**src/rtl/uart_tx_pkg.sv**
```systemverilog
// Shared constants for the UART transmit path: FSM state encoding and line levels.
package uart_tx_pkg;

  localparam int TX_DATA_W = 8;

  typedef enum logic [2:0] {
    ST_IDLE   = 3'd0,
    ST_START  = 3'd1,
    ST_DATA   = 3'd2,
    ST_PARITY = 3'd3,
    ST_STOP   = 3'd4
  } tx_state_e;

  localparam logic PAR_EVEN   = 1'b0;
  localparam logic PAR_ODD    = 1'b1;
  localparam logic START_BIT  = 1'b0;
  localparam logic STOP_BIT   = 1'b1;
  localparam logic IDLE_LEVEL = 1'b1;

endpackage

```
**src/rtl/uart_tx_parity_calc.sv**
```systemverilog
// Computes the frame parity bit from the incoming byte and holds it for the whole frame.
module uart_tx_parity_calc
  import uart_tx_pkg::*;
#(
  parameter int DATA_WIDTH = TX_DATA_W
) (
  input  logic                  CLK,
  input  logic                  RST,
  input  logic [DATA_WIDTH-1:0] data,
  input  logic                  PAR_TYP,
  input  logic                  load,
  output logic                  parity_bit
);

  logic parity_nx;

  always_comb begin
    parity_nx = ^data;
    if (PAR_TYP == PAR_ODD) begin
      parity_nx = ~(^data);
    end
  end

  always_ff @(posedge CLK or negedge RST) begin
    if (!RST) begin
      parity_bit <= 1'b0;
    end else if (load) begin
      parity_bit <= parity_nx;
    end
  end

endmodule

```
**src/rtl/uart_tx_fsm.sv**
```systemverilog
// UART transmit frame controller: latches a byte, drives the serializer and muxes
// start/data/parity/stop onto TX_OUT. Handshake: a request is taken on any CLK edge
// where DATA_VALID=1 and the FSM is in IDLE or STOP; in any other state it is ignored.
module uart_tx_fsm
  import uart_tx_pkg::*;
#(
  parameter int DATA_WIDTH = TX_DATA_W
) (
  input  logic                  CLK,
  input  logic                  RST,
  input  logic [DATA_WIDTH-1:0] P_DATA,
  input  logic                  DATA_VALID,
  input  logic                  PAR_EN,
  input  logic                  PAR_TYP,
  input  logic                  ser_data,
  input  logic                  ser_done,
  output logic                  ser_en,
  output logic [DATA_WIDTH-1:0] ser_p_data,
  output logic                  TX_OUT,
  output logic                  busy,
  output logic [2:0]            state_dbg
);

  tx_state_e             state, state_nx;
  logic [DATA_WIDTH-1:0] data_reg;
  logic                  par_en_reg;
  logic                  parity_bit;
  logic                  accept;

  assign accept = DATA_VALID && ((state == ST_IDLE) || (state == ST_STOP));

  always_ff @(posedge CLK or negedge RST) begin
    if (!RST) begin
      state <= ST_IDLE;
    end else begin
      state <= state_nx;
    end
  end

  always_ff @(posedge CLK or negedge RST) begin
    if (!RST) begin
      data_reg   <= '0;
      par_en_reg <= 1'b0;
    end else if (accept) begin
      data_reg   <= P_DATA;
      par_en_reg <= PAR_EN;
    end
  end

  uart_tx_parity_calc #(
    .DATA_WIDTH (DATA_WIDTH)
  ) u_parity (
    .CLK        (CLK),
    .RST        (RST),
    .data       (P_DATA),
    .PAR_TYP    (PAR_TYP),
    .load       (accept),
    .parity_bit (parity_bit)
  );

  // ser_en drops on the bit-7 cycle so the serializer counter does not wrap into a new byte.
  always_comb begin
    state_nx = state;
    ser_en   = 1'b0;
    TX_OUT   = IDLE_LEVEL;
    busy     = 1'b1;
    case (state)
      ST_IDLE: begin
        busy = 1'b0;
        if (DATA_VALID) state_nx = ST_START;
      end
      ST_START: begin
        TX_OUT   = START_BIT;
        ser_en   = 1'b1;
        state_nx = ST_DATA;
      end
      ST_DATA: begin
        TX_OUT = ser_data;
        ser_en = ~ser_done;
        if (ser_done) state_nx = par_en_reg ? ST_PARITY : ST_STOP;
      end
      ST_PARITY: begin
        TX_OUT   = parity_bit;
        state_nx = ST_STOP;
      end
      ST_STOP: begin
        TX_OUT   = STOP_BIT;
        state_nx = DATA_VALID ? ST_START : ST_IDLE;
      end
      default: begin
        busy     = 1'b0;
        state_nx = ST_IDLE;
      end
    endcase
  end

  assign ser_p_data = data_reg;
  assign state_dbg  = state;

endmodule

```
**config.mk**
```make
export PLATFORM = sky130hd
export DESIGN_NAME = uart_tx_fsm
export DESIGN_NICKNAME = d
export VERILOG_FILES = /design/src/rtl/uart_tx_pkg.sv /design/src/rtl/uart_tx_parity_calc.sv /design/src/rtl/uart_tx_fsm.sv
export SDC_FILE = /design/constraint.sdc
export NUM_CORES = 1
export LEC_CHECK = 0
export CORE_MARGIN = 3
export CORE_UTILIZATION = 37
export DETAILED_ROUTE_END_ITERATION = 16
export PLACE_DENSITY = 0.74
export SETUP_SLACK_MARGIN = 0.15
export SLEW_MARGIN = 20
export SYNTH_ARGS = -nofsm -noshare
export SYNTH_HDL_FRONTEND = slang
export SYNTH_HIERARCHICAL = 1
export SYNTH_SLANG_ARGS = --single-unit
```
**constraint.sdc**
```tcl
create_clock -name CLK -period 1.41 [get_ports CLK]
set_clock_uncertainty 0.05 [all_clocks]
set_input_delay 0.282 -clock CLK [delete_from_list [all_inputs] [get_ports CLK]]
set_output_delay 0.282 -clock CLK [all_outputs]
set_load 0.02 [all_outputs]
```
==> flow_summary.yaml, run 1 <==
run_status:
  status: "finished, violations left"
  violations: "setup timing"
placed_design:
  dp.cells: 114
  dpl_cell_area_sq_um: 1090
  portBuffers: 28
  dp_hpwl_mm: 1.12
  gp_congestion: 0.749
floorplanning:
  io_pins: 29
  num_rows: 15
  die_y_um: 49.8
  core_sq_um: 1760
  die_w_um: 49.8
  initial_core_util: 0.401
  dieArea_sq_um: 2480
setup_path:
  path_cells: "buf_6, a311o_1, buf_6"
  worstPathArrival_ps: 1300
  worst-setup-path-type: "flip-flop to output pin"
  critPathBufInv: 2
  rr_endpoint: "ser_p_data[5]"
  crit_slowest_cell: "dfrtp_2"
  rrSetupSlack_ps: -80
  cp-start-kind: "flip-flop"
  end_kind: "output pin"
  crit_fanout: 4
  crit_required_ps: 1080
  timing.rr.start: "state_dbg[0]"
  worst_path_largest_cell_delay_ps: 450
  crit_path_frequent_cell: "buf_6"
  critPathTopFamily: "flip-flops"
  reg2reg_depth: 5
timing:
  hold_viol: 0
  slew_headroom: 0.844
  rsz0062_at_grt: "yes"
  setup_tns_ps: -1310
  setup_viol: 14
  max_freq_ghz: 0.614
  final.period_utilization: 1.16
  min_period_ps: 1630
  tightest_slew_ps: 233
  drv_slew: 0
  worst_slack_ps: -219
synthesis:
  synth_top_cell_area_share: 0.459
  avgSynthCellArea_sq_um: 13.9
  synthCells: 51
  synth-seq-cells: 13
  synth_area_leaders: "dfrtp_1 (46%), mux2_4 (21%), xnor2_1 (4.9%)"
  synth-edff-count: 0
  ys_warn_count: 6
  yosysSeqAreaShare: 0.459
  syn_nets: 66
  synth_area_sq_um: 708
  ys_types: 17
  synth_area_leader_cell: "dfrtp_1"
  async_flop_share: 1.00
  synth_ff_type: "dfrtp_1"
routing:
  ant_nets: 0
  routed-wl-met2_um: 841
  drt_pass1_iterations: 4
  num_vias: 558
  post_drt_wl_per_cell_um: 13.3
  routed.top_layer: "met4"
  drt_iter0_drc: 9
  wl_met1_um: 697
  wirelength_mm: 1.62
  wl_met3_um: 68
  vias_per_cell: 4.57
  drc: 0
global_routing:
  gr-total-overflow: 0
  grt_max_degree: 14
  grt_usage: 0.147
  grt_antenna_before_repair: 0
  grt_pass1_vias: 564
  grt_pass1_wl_mm: 2.73
min_path:
  min_path_type: "input port to asynchronous set/reset pin"
cts:
  cts_tree: "done"
  htreeDepth: 1
  numCtsBuffers: 3
  cts_buffer_depth: 2
  clkTransAtPathRegs_ps: 90
  worstSkewPairLatency_ps: 260
  cts-root-buf: "clkbuf_4"
  clock-sinks: 13
final_layout:
  area_growth_pct: 61.8
  layout-drive-gt1-share: 0.546
  diodes: 0
  nFillCells: 151
  largest_reg_flops: 8
  final_util: 0.650
  instances_no_fill: 122
  fin_area_sq_um: 1150
  nets: 113
power:
  vdd_drop_max_mv: 1.06
  p_leak_nw: 0.562
  total_power_mw: 2.51
  power.density_nw_per_um2: 2190
job:
  drv_cap: 0
-- layout by cell type, fill, tap and decap left out, types with 2 or more instances in the layout --
cell             count
mux2_4              10
buf_6               11
dlygate4sd2_1        6
xnor2_2              4
clkdlybuf4s50_1      8
clkbuf_4             3
buf_4               10
xnor2_1              2
dfrtp_2              2
nand2b_1             3
buf_2                8
inv_1                3
dfrtp_1             11
and2_4               2
a21oi_1              4
nand3_1              2
-- cell type report --
type | count | area (sq um) | share of cell area
tap | 25 | 31.3 | 0.0273
clock inverter | 1 | 5.00 | 0.00437
timing repair buffer | 43 | 372 | 0.324
inverter | 3 | 11.3 | 0.00983
sequential | 13 | 328 | 0.286
clock buffer | 3 | 22.5 | 0.0197
multi-input combinational | 34 | 377 | 0.329
-- how the worst max path moves through the flow --
stage | slack, ps | endpoint | startpoint | cells after the start
floorplan | 3 | par_en_reg | state_dbg[1] | 5
global placement | -530 | TX_OUT | ser_data | 5
detailed placement | -550 | TX_OUT | ser_data | 5
CTS | -230 | TX_OUT | state_dbg[0] | 3
global route | -260 | TX_OUT | state_dbg[0] | 3
finish | -220 | TX_OUT | state_dbg[0] | 3
-- metal layers --
layer | GRT usage | vias to the layer above
met4 | 0.0415 | 0
met1 | 0.181 | 272
li1 | - | 268
met3 | 0.0332 | 2
met2 | 0.256 | 16
met5 | 0 | -
-- metrics by stage --
stage,setup slack (ps),hold WS [ps]
floorplan,3.05,-63.6
global placement,-529,442
detailed placement,-548,442
CTS,-233,251
global route,-260,248
finish,-219,254
-- kinds of logic (layout without fill, tap and decap cells) --
logic type	count (synthesis)	count (layout)	share of synthesized area
AOI/OAI and AO/OA	6	6	0.0495
xor gates and xnor gates	8	8	0.140
buffers and inverters	5	50	0.0548
DFF	13	13	0.459
muxes	10	10	0.212
and+or+nand+nor	9	10	0.0848
-- power by group --
part           leakage [nW]  internal (mW)  switching [mW]  total, mW
clock network        0.0177          0.105           0.123      0.227
registers             0.153          0.559           0.139      0.698
logic                 0.391          0.904           0.678       1.58
total                 0.562           1.57           0.939       2.51
-- cells in the mapped netlist, types with 2 or more instances --
cell type,number
dfrtp_1,13
mux2_4,10
nand3_1,2
nand2b_1,3
xnor2_1,4
xnor2_2,2
a21oi_1,5
inv_1,3
-- repair_timing --
action	CTS	global route
hold buffers	0	0
endpoints found under the setup margin	24	23
setup buffers	1	2
resized for setup	75	9
pin swaps	5	0
endpoints found under the hold margin	0	0
cloned	1	0
Note: power is estimated with default switching activity, not from simulation.
==> inputs of run 2 (changes only) <==
--- a/config.mk
+++ b/config.mk
@@ -5,10 +5,12 @@
 export SDC_FILE = /design/constraint.sdc
 export NUM_CORES = 1
 export LEC_CHECK = 0
+export CORE_ASPECT_RATIO = 1.25
 export CORE_MARGIN = 3
 export CORE_UTILIZATION = 37
 export DETAILED_ROUTE_END_ITERATION = 16
-export PLACE_DENSITY = 0.74
+export PLACE_DENSITY_LB_ADDON = 0.3
+export RECOVER_POWER = 25
 export SETUP_SLACK_MARGIN = 0.15
 export SLEW_MARGIN = 20
 export SYNTH_ARGS = -nofsm -noshare
==> flow_summary.yaml, run 2 (synthesis gave the netlist of run 1 again) <==
power:
  p_leak_nw: 0.549
  power.density_nw_per_um2: 2160
  total_power_mw: 2.39
  vdd_drop_max_mv: 1.09
setup_path:
  critPathBufInv: 2
  worst-setup-path-type: "flip-flop to output pin"
  crit_fanout: 5
  critPathLaunch: "state_dbg[0]"
  crit_slowest_cell: "dfrtp_1"
  end_kind: "output pin"
  timing.rr.start: "state_dbg[1]"
  path_cells: "buf_4, a311o_1, buf_6"
  worst_path_largest_cell_delay_ps: 420
  crit_required_ps: 1080
  worstPathArrival_ps: 1240
  cp-start-kind: "flip-flop"
  critPathTopFamily: "flip-flops"
  rrSetupSlack_ps: -60
cts:
  cts-root-buf: "clkbuf_4"
  clock-sinks: 13
  clkTransAtPathRegs_ps: 80
  cts_buffer_depth: 2
  worstSkewPairLatency_ps: 260
  htreeDepth: 1
  numCtsBuffers: 3
  ctsHoldBuffers: 0
  cts_tree: "done"
final_layout:
  regArea_sq_um: 327
  layout-drive-gt1-share: 0.510
  nFillCells: 161
  final_cell_mix: "buf_4 (13), dfrtp_1 (12), mux2_4 (10), clkdlybuf4s50_1 (8), buf_2 (8)"
  diodes: 0
  final_common_cell: "buf_4"
  multi_input_area_sq_um: 369
  fin_area_sq_um: 1100
  area_growth_pct: 56.0
  nets: 112
  largest_reg_flops: 8
run_status:
  violations: "setup timing"
  status: "finished, violations left"
timing:
  final.period_utilization: 1.12
  drv_slew: 0
  setup_tns_ps: -1030
  setup_viol: 13
  rsz0062_at_grt: "yes"
  slew_headroom: 0.532
  worst_slack_ps: -165
  tightest_slew_ps: 702
  max_freq_ghz: 0.635
  min_period_ps: 1570
  holdWs_ps: 310
  hold_viol: 0
routing:
  wirelength_mm: 1.55
  drc: 0
  ant_nets: 0
  drt_iter0_drc: 3
  num_vias: 546
  vias_per_cell: 4.75
  post_drt_wl_per_cell_um: 13.5
  drt_pass1_iterations: 2
job:
  drv_cap: 0
floorplanning:
  initial_core_util: 0.396
  die_w_um: 45.1
  num_rows: 17
  die_y_um: 54.9
  dieArea_sq_um: 2480
  core_sq_um: 1790
  io_pins: 29
global_routing:
  grt_pass1_vias: 550
  busiest_layer: "met2"
  met1_usage: 0.159
  grt_max_degree: 14
  grt_antenna_before_repair: 0
  grt_use_met3: 0.0227
  gr-total-overflow: 0
  grt_pass1_wl_mm: 2.29
  grt_usage: 0.131
  grtUsageMet2: 0.217
min_path:
  min_from: "P_DATA[4]"
  min_path_type: "input port to flip-flop"
placed_design:
  dpl_cell_area_sq_um: 1080
  dp_hpwl_mm: 1.04
  gp_congestion: 0.727
  dp_slack_ps: -544
  portBuffers: 28
==> run 2: changes by cell type in the layout (fill, tap and decap cells not counted), sizes merged <==
cell          before  now
buf               29   27
dlymetal6s2s       0    1
dlygate4sd2        6    4
clkbuf             3    4
dlygate4sd3        0    1
==> run 2: report_power, final <==
group          leakage (nW)  internal [mW]  switching, mW  total, mW
clock                0.0177          0.105          0.119      0.224
combinational         0.377          0.825          0.661       1.49
sequential            0.155          0.557          0.124      0.681
==> run 2: final timing paths <==
path	end	cells after the start
setup reg to reg	ser_p_data[7]	5
max in group asynchronous	state_dbg[1]	2
setup / recovery	TX_OUT	3
hold reg to reg	ser_p_data[2]	1
min in group asynchronous	u_parity/parity_bit	2
hold / removal	ser_p_data[4]	2
==> run 2: timing repair <==
item                                    CTS  global route
pin swaps                                 3             1
cloned                                    1             0
endpoints found under the setup margin   24            23
buffers inserted                          1             2
resized for setup                        60            16
==> run 2: final cells by class <==
class                   count  area share
clock buffers               3      0.0204
clock inverters             1     0.00453
inverters                   3      0.0102
multi-input cells          34       0.334
flip-flops and latches     13       0.296
well taps                  19      0.0215
repair buffers             42       0.314
==> run 2: stage by stage <==
stage                util  instances
floorplan               -         51
global placement    0.603        107
detailed placement  0.603        107
CTS                 0.625        113
global route        0.618        115
finish              0.618        115
==> run 2: per-layer routing <==
layer,vias up,share of wire
met5,-,0
met4,0,0.014
met3,2,0.050
met2,15,0.49
met1,265,0.44
li1,264,-
==> inputs of run 3 (changes only) <==
--- a/config.mk
+++ b/config.mk
@@ -12,7 +12,6 @@
 export PLACE_DENSITY_LB_ADDON = 0.3
 export RECOVER_POWER = 25
 export SETUP_SLACK_MARGIN = 0.15
-export SLEW_MARGIN = 20
 export SYNTH_ARGS = -nofsm -noshare
 export SYNTH_HDL_FRONTEND = slang
 export SYNTH_HIERARCHICAL = 1
==> results of run 3 <==
The final DEF is identical to that of run 2; final timing and power are the same.
